`src/rtl/mux_rr_arbiter_if.sv`:
```
// Request/data bus between four requesters and the round-robin channel arbiter.
// The requester side is the master; the arbiter is the slave.
interface mux_rr_arbiter_if;
  logic [3:0] req;
  logic [3:0] data;
  logic [3:0] grant;
  logic [1:0] select;
  logic       valid;
  logic       result;

  modport master (
    output req,
    output data,
    input  grant,
    input  select,
    input  valid,
    input  result
  );

  modport slave (
    input  req,
    input  data,
    output grant,
    output select,
    output valid,
    output result
  );
endinterface

```
`src/rtl/mux_rr_arbiter.sv`:
```
// Round-robin owner of a shared 4:1 one-bit channel with a bounded hold window.
// Drives the channel select and registers the selected bit with a valid flag.
//
// state  | meaning
// IDLE   | no owner; grant is zero, select keeps the previous owner
// BUSY   | select owns the channel; r_cnt counts owned cycles (1..HOLD_MAX)
module mux_rr_arbiter #(
  parameter int HOLD_MAX = 4
) (
  input  logic            clk,
  input  logic            reset,
  mux_rr_arbiter_if.slave bus
);

  typedef enum logic {
    S_IDLE = 1'b0,
    S_BUSY = 1'b1
  } state_t;

  localparam logic [3:0] HOLD_LIM = 4'(HOLD_MAX);

  if (HOLD_MAX < 1 || HOLD_MAX > 15) begin : g_bad_hold_max
    $error("mux_rr_arbiter: HOLD_MAX must be within 1..15");
  end

  state_t     r_state;
  logic [3:0] r_cnt;
  logic [1:0] r_last;
  logic [3:0] r_grant;
  logic [1:0] r_select;
  logic       r_valid;
  logic       r_result;

  logic       w_any_req;
  logic       w_owner_req;
  logic       w_expire;
  logic [1:0] w_pick_last;
  logic [1:0] w_pick_owner;

  // Search r+1, r+2, r+3, then r itself; r only wins when nobody else asks.
  function automatic logic [1:0] rr_pick(input logic [3:0] rq, input logic [1:0] r);
    logic [1:0] idx;
    logic       found;
    rr_pick = r;
    found   = 1'b0;
    for (int k = 1; k <= 4; k++) begin
      idx = r + 2'(k);
      if (!found && rq[idx]) begin
        rr_pick = idx;
        found   = 1'b1;
      end
    end
  endfunction

  function automatic logic [3:0] onehot(input logic [1:0] idx);
    onehot = 4'b0001 << idx;
  endfunction

  assign w_any_req    = |bus.req;
  assign w_owner_req  = bus.req[r_select];
  assign w_expire     = (r_cnt == HOLD_LIM);
  assign w_pick_last  = rr_pick(bus.req, r_last);
  assign w_pick_owner = rr_pick(bus.req, r_select);

  always_ff @(posedge clk) begin
    if (reset) begin
      r_state  <= S_IDLE;
      r_cnt    <= 4'd0;
      r_last   <= 2'b11;
      r_grant  <= 4'b0000;
      r_select <= 2'b00;
      r_valid  <= 1'b0;
      r_result <= 1'b0;
    end else begin
      r_valid  <= (r_state == S_BUSY);
      r_result <= (r_state == S_BUSY) ? bus.data[r_select] : 1'b0;

      case (r_state)
        S_IDLE: begin
          if (w_any_req) begin
            r_state  <= S_BUSY;
            r_grant  <= onehot(w_pick_last);
            r_select <= w_pick_last;
            r_cnt    <= 4'd1;
          end else begin
            r_grant <= 4'b0000;
          end
        end

        S_BUSY: begin
          if (w_owner_req && !w_expire) begin
            r_cnt <= r_cnt + 4'd1;
          end else begin
            // Release or expire: hand off with no idle gap if anyone is waiting.
            r_last <= r_select;
            if (w_any_req) begin
              r_grant  <= onehot(w_pick_owner);
              r_select <= w_pick_owner;
              r_cnt    <= 4'd1;
            end else begin
              r_state <= S_IDLE;
              r_grant <= 4'b0000;
              r_cnt   <= 4'd0;
            end
          end
        end

        default: begin
          r_state <= S_IDLE;
          r_grant <= 4'b0000;
        end
      endcase
    end
  end

  assign bus.grant  = r_grant;
  assign bus.select = r_select;
  assign bus.valid  = r_valid;
  assign bus.result = r_result;

endmodule

```
`src/flat_wrapper.sv`:
```
// flat-port wrapper written by rule: the top's interface ports become plain ports
module mux_rr_arbiter_flat 
#(
  parameter int HOLD_MAX = 4
)
  (clk, reset, bus_req, bus_data, bus_grant, bus_select, bus_valid, bus_result);
  mux_rr_arbiter_if bus_i ();
  input  logic clk;
  input  logic reset;
  input wire logic [$bits(bus_i.req)-1:0] bus_req;
  input wire logic [$bits(bus_i.data)-1:0] bus_data;
  output wire logic [$bits(bus_i.grant)-1:0] bus_grant;
  output wire logic [$bits(bus_i.select)-1:0] bus_select;
  output wire logic [$bits(bus_i.valid)-1:0] bus_valid;
  output wire logic [$bits(bus_i.result)-1:0] bus_result;
  assign bus_i.req = bus_req;
  assign bus_i.data = bus_data;
  assign bus_grant = bus_i.grant;
  assign bus_select = bus_i.select;
  assign bus_valid = bus_i.valid;
  assign bus_result = bus_i.result;
  mux_rr_arbiter #(.HOLD_MAX(HOLD_MAX)) u_core (.clk(clk), .reset(reset), .bus(bus_i));
endmodule
```
`config.mk`:
```
export PLATFORM = sky130hd
export DESIGN_NAME = mux_rr_arbiter_flat
export DESIGN_NICKNAME = d
export VERILOG_FILES = /design/src/rtl/mux_rr_arbiter_if.sv /design/src/rtl/mux_rr_arbiter.sv /design/src/flat_wrapper.sv
export SDC_FILE = /design/constraint.sdc
export NUM_CORES = 1
export LEC_CHECK = 0
export ABC_AREA = 0
export CELL_PAD_IN_SITES_DETAIL_PLACEMENT = 1
export CELL_PAD_IN_SITES_GLOBAL_PLACEMENT = 1
export CORE_ASPECT_RATIO = 1.75
export CORE_MARGIN = 4
export CORE_UTILIZATION = 33
export DETAILED_ROUTE_END_ITERATION = 10
export PLACE_DENSITY_LB_ADDON = 0.1
export SYNTH_ARGS = -nofsm -noshare
export SYNTH_HDL_FRONTEND = slang
export SYNTH_SLANG_ARGS = --single-unit
```
`constraint.sdc`:
```
create_clock -name clk -period 1.7 [get_ports clk]
set_input_delay 0.17 -clock clk [delete_from_list [all_inputs] [get_ports clk]]
set_output_delay 0.17 -clock clk [all_outputs]
set_load 0.005 [all_outputs]
```
==> metrics.cfg <==
[outcome]
status = complete, no violations

[final_layout]
regArea_um2 = 304
nFillCells = 315
fin_cells = 165
fin_util = 0.490
multiInputGateArea_um2 = 548
drive_gt1_frac = 0.209
n_antenna_cell = 0
nets = 152
areaGrowthSynthToFinish_pct = 40.5

[logic_synthesis]
avgSynthCellArea_um2 = 8.39
synth_cell_type_count = 33
synthesis.nets = 118
yosysSeqAreaShare = 0.338
synth.cell_area_um2 = 890
ys_warn_count = 0
synth_seq_cells = 15
syn_inst = 106

[clocking]
clkLatencyLatePin_ns = 0.25
cts.sink_count = 15
clkTransAtPathRegs_ns = 0.06
numCtsBuffers = 3
cts_tree = done
htree_levels = 1
clockBufferDepth = 2
cts_hold_buf = 0
cts_root_buf = clkbuf_8

[sta]
fmax_ghz = 0.612
fin_setup_tns_ns = 0
skew_ns = 0.00155
period_minus_slack_ns = 1.63
whs_ns = 0.464
finalSetupViolCount = 0
hold_viol = 0
worst_slew_pin_slew_ns = 0.489
drv_slew = 0
setup_ws_ns = 0.0664
finalCritPeriodShare = 0.961
slew_headroom = 0.673
rsz0062_at_grt = false

[worst_setup_path]
crit_family = multiplexers
cp_slowest_stage_delay_ns = 0.55
path_cells = mux4_2 > nand3_2 > nand2b_1 > a211o_1 > a21oi_1
criticalPathCategory = flip-flop to flip-flop
crit_required_ns = 1.87
path_buf_inv = 0
critPathMaxFanout = 4
startpoint_type = flip-flop
cp-end-kind = flip-flop
crit_slowest_cell = mux4_2
crit_arrival_ns = 1.81

[place]
routabilityCongestion = 0.861
dp_slack_ns = -0.333
port_buffers = 17
dp.cells = 161
dp_hpwl_um = 2060

[floorplan]
die-width_um = 47.3
core_mm2 = 0.00255
fp-row-count = 24
die_area_mm2 = 0.00362
start_util = 0.349
ioPinCount = 18
fp.dieH_um = 76.7

[power_and_ir_drop]
powerDensity_mw_per_mm2 = 860
cellLeakagePower_nw = 0.524
peakVddDrop_mv = 0.498

[grt]
grt_pass1_vias = 925
grt_use_total = 0.154
antenna_found_initial = 0
grt_pass1_wl_um = 4160
grt_max_degree = 14
globalRouteOverflowTotal = 0

[route]
via_per_inst = 5.44
drc_errors = 0
wl_per_cell_um = 15.1
wirelength_um = 2500
antenna_left = 0
vias = 897
dr.first_iter.drc_count = 15
drt_first_pass_iters = 4

[hold_path]
hp-class = flip-flop to flip-flop

[run]
maxCapViolCount = 0

path summary, 6_finish.rpt:
kind                                           from                                 to  slack, ns  cells after the start
setup reg to reg  u_core.bus.select[0]$_SDFFE_PP0P_  u_core.bus.select[1]$_SDFFE_PP0P_       0.07                      5
hold / removal         u_core.r_cnt[3]$_SDFFE_PP0P_       u_core.r_cnt[3]$_SDFFE_PP0P_       0.46                      2
hold reg to reg        u_core.r_cnt[3]$_SDFFE_PP0P_       u_core.r_cnt[3]$_SDFFE_PP0P_       0.46                      2
setup / recovery  u_core.bus.select[0]$_SDFFE_PP0P_  u_core.bus.select[1]$_SDFFE_PP0P_       0.07                      5
routing by layer:
layer,global-route usage,share of wire,vias up
li1,-,-,455
met1,0.165,0.41,431
met2,0.272,0.56,9
met3,0.0258,0.025,2
met4,0.0637,0.0068,0
met5,0,0,-
kinds of logic (layout without fill, tap and decap cells):
group | count (synthesis) | in the layout | share of synthesized area
mux | 4 | 4 | 0.0774
fa+ha+maj | 2 | 2 | 0.0281
buf+inv | 11 | 44 | 0.0661
simple gates | 44 | 44 | 0.256
flops | 15 | 15 | 0.338
compound gates | 30 | 30 | 0.235
registers in the layout, indices dropped and copies added, names as in the netlist:
register	count
u_core.bus.grant	4
u_core.bus.select	2
u_core.bus.result	1
u_core.r_cnt	4
u_core.r_state	1
u_core.bus.valid	1
u_core.r_last	2
power breakdown:
part | internal, mW | leakage, nW | total [mW] | switching, mW
clock | 0.162 | 0.0255 | 0.292 | 0.130
combinational | 0.204 | 0.375 | 0.360 | 0.155
sequential | 0.387 | 0.124 | 0.423 | 0.0362
synth_stat cells:
cell / count / area (um^2)
dfxtp_1: 15 / 300
buf_1: 1 / 3.75
nor2b_1: 2 / 12.5
o21a_1: 2 / 15.0
o21ai_0: 4 / 20.0
a21oi_1: 9 / 45.0
o32ai_1: 2 / 17.5
ha_1: 2 / 25.0
and2_1: 1 / 6.26
nand3_1: 5 / 25.0
or3_1: 4 / 25.0
a31oi_1: 2 / 12.5
and3_1: 2 / 12.5
a21boi_0: 1 / 7.51
nor3_1: 4 / 20.0
o211ai_1: 1 / 7.51
mux4_1: 1 / 26.3
buf_2: 2 / 10.0
o21ai_1: 1 / 5.00
nand2b_1: 6 / 37.5
nand3b_1: 2 / 15.0
a211o_1: 1 / 8.76
inv_1: 5 / 18.8
o211a_1: 1 / 10.0
nor2_1: 6 / 22.5
mux2i_1: 2 / 20.0
or2b_1: 1 / 7.51
buf_6: 2 / 22.5
mux4_2: 1 / 22.5
clkbuf_1: 1 / 3.75
nand2_1: 10 / 37.5
a32o_1: 6 / 60.1
nor4_1: 1 / 6.26
worst register-to-register path, stage by stage, from the launching register on:
cell and delay [ns]:
dfxtp_2 0.34, mux4_2 0.55, nand3_2 0.11, nand2b_1 0.13, a211o_1 0.30, a21oi_1 0.13
repair_timing:
| action | CTS | global route |
|---|---|---|
| gates resized for setup | 6 | 3 |
| setup buffers | 0 | 0 |
| gates cloned | 0 | 0 |
| setup endpoints to repair | 7 | 5 |
area by class of cell:
type / instances / area share
clock inverter: 1 / 0.00400
multi-input combinational: 80 / 0.438
clock buffer: 3 / 0.0330
sequential: 15 / 0.243
tap: 26 / 0.0260
inverter: 5 / 0.0150
timing repair buffer: 35 / 0.240
placed cells by master, fill, tap and decap left out, types with 4 or more instances in the layout:
master and count:
nand3_1 4, dlygate4sd2_1 4, clkdlybuf4s50_1 13, nand2_1 10
dfxtp_1 12, inv_1 5, nor3_1 4, nand2b_1 6
a21oi_1 9, or3_1 4, nor2_1 6, a32o_1 6
buf_4 18
stage by stage:
step	instance area [um^2]	power, mW
after CTS	1240	1.09
final	1250	1.08
after global placement	1190	0.779
after detailed placement	1190	0.788
after floorplan	896	0.616
after global routing	1250	1.15
Note: power is estimated with default switching activity, not from simulation.
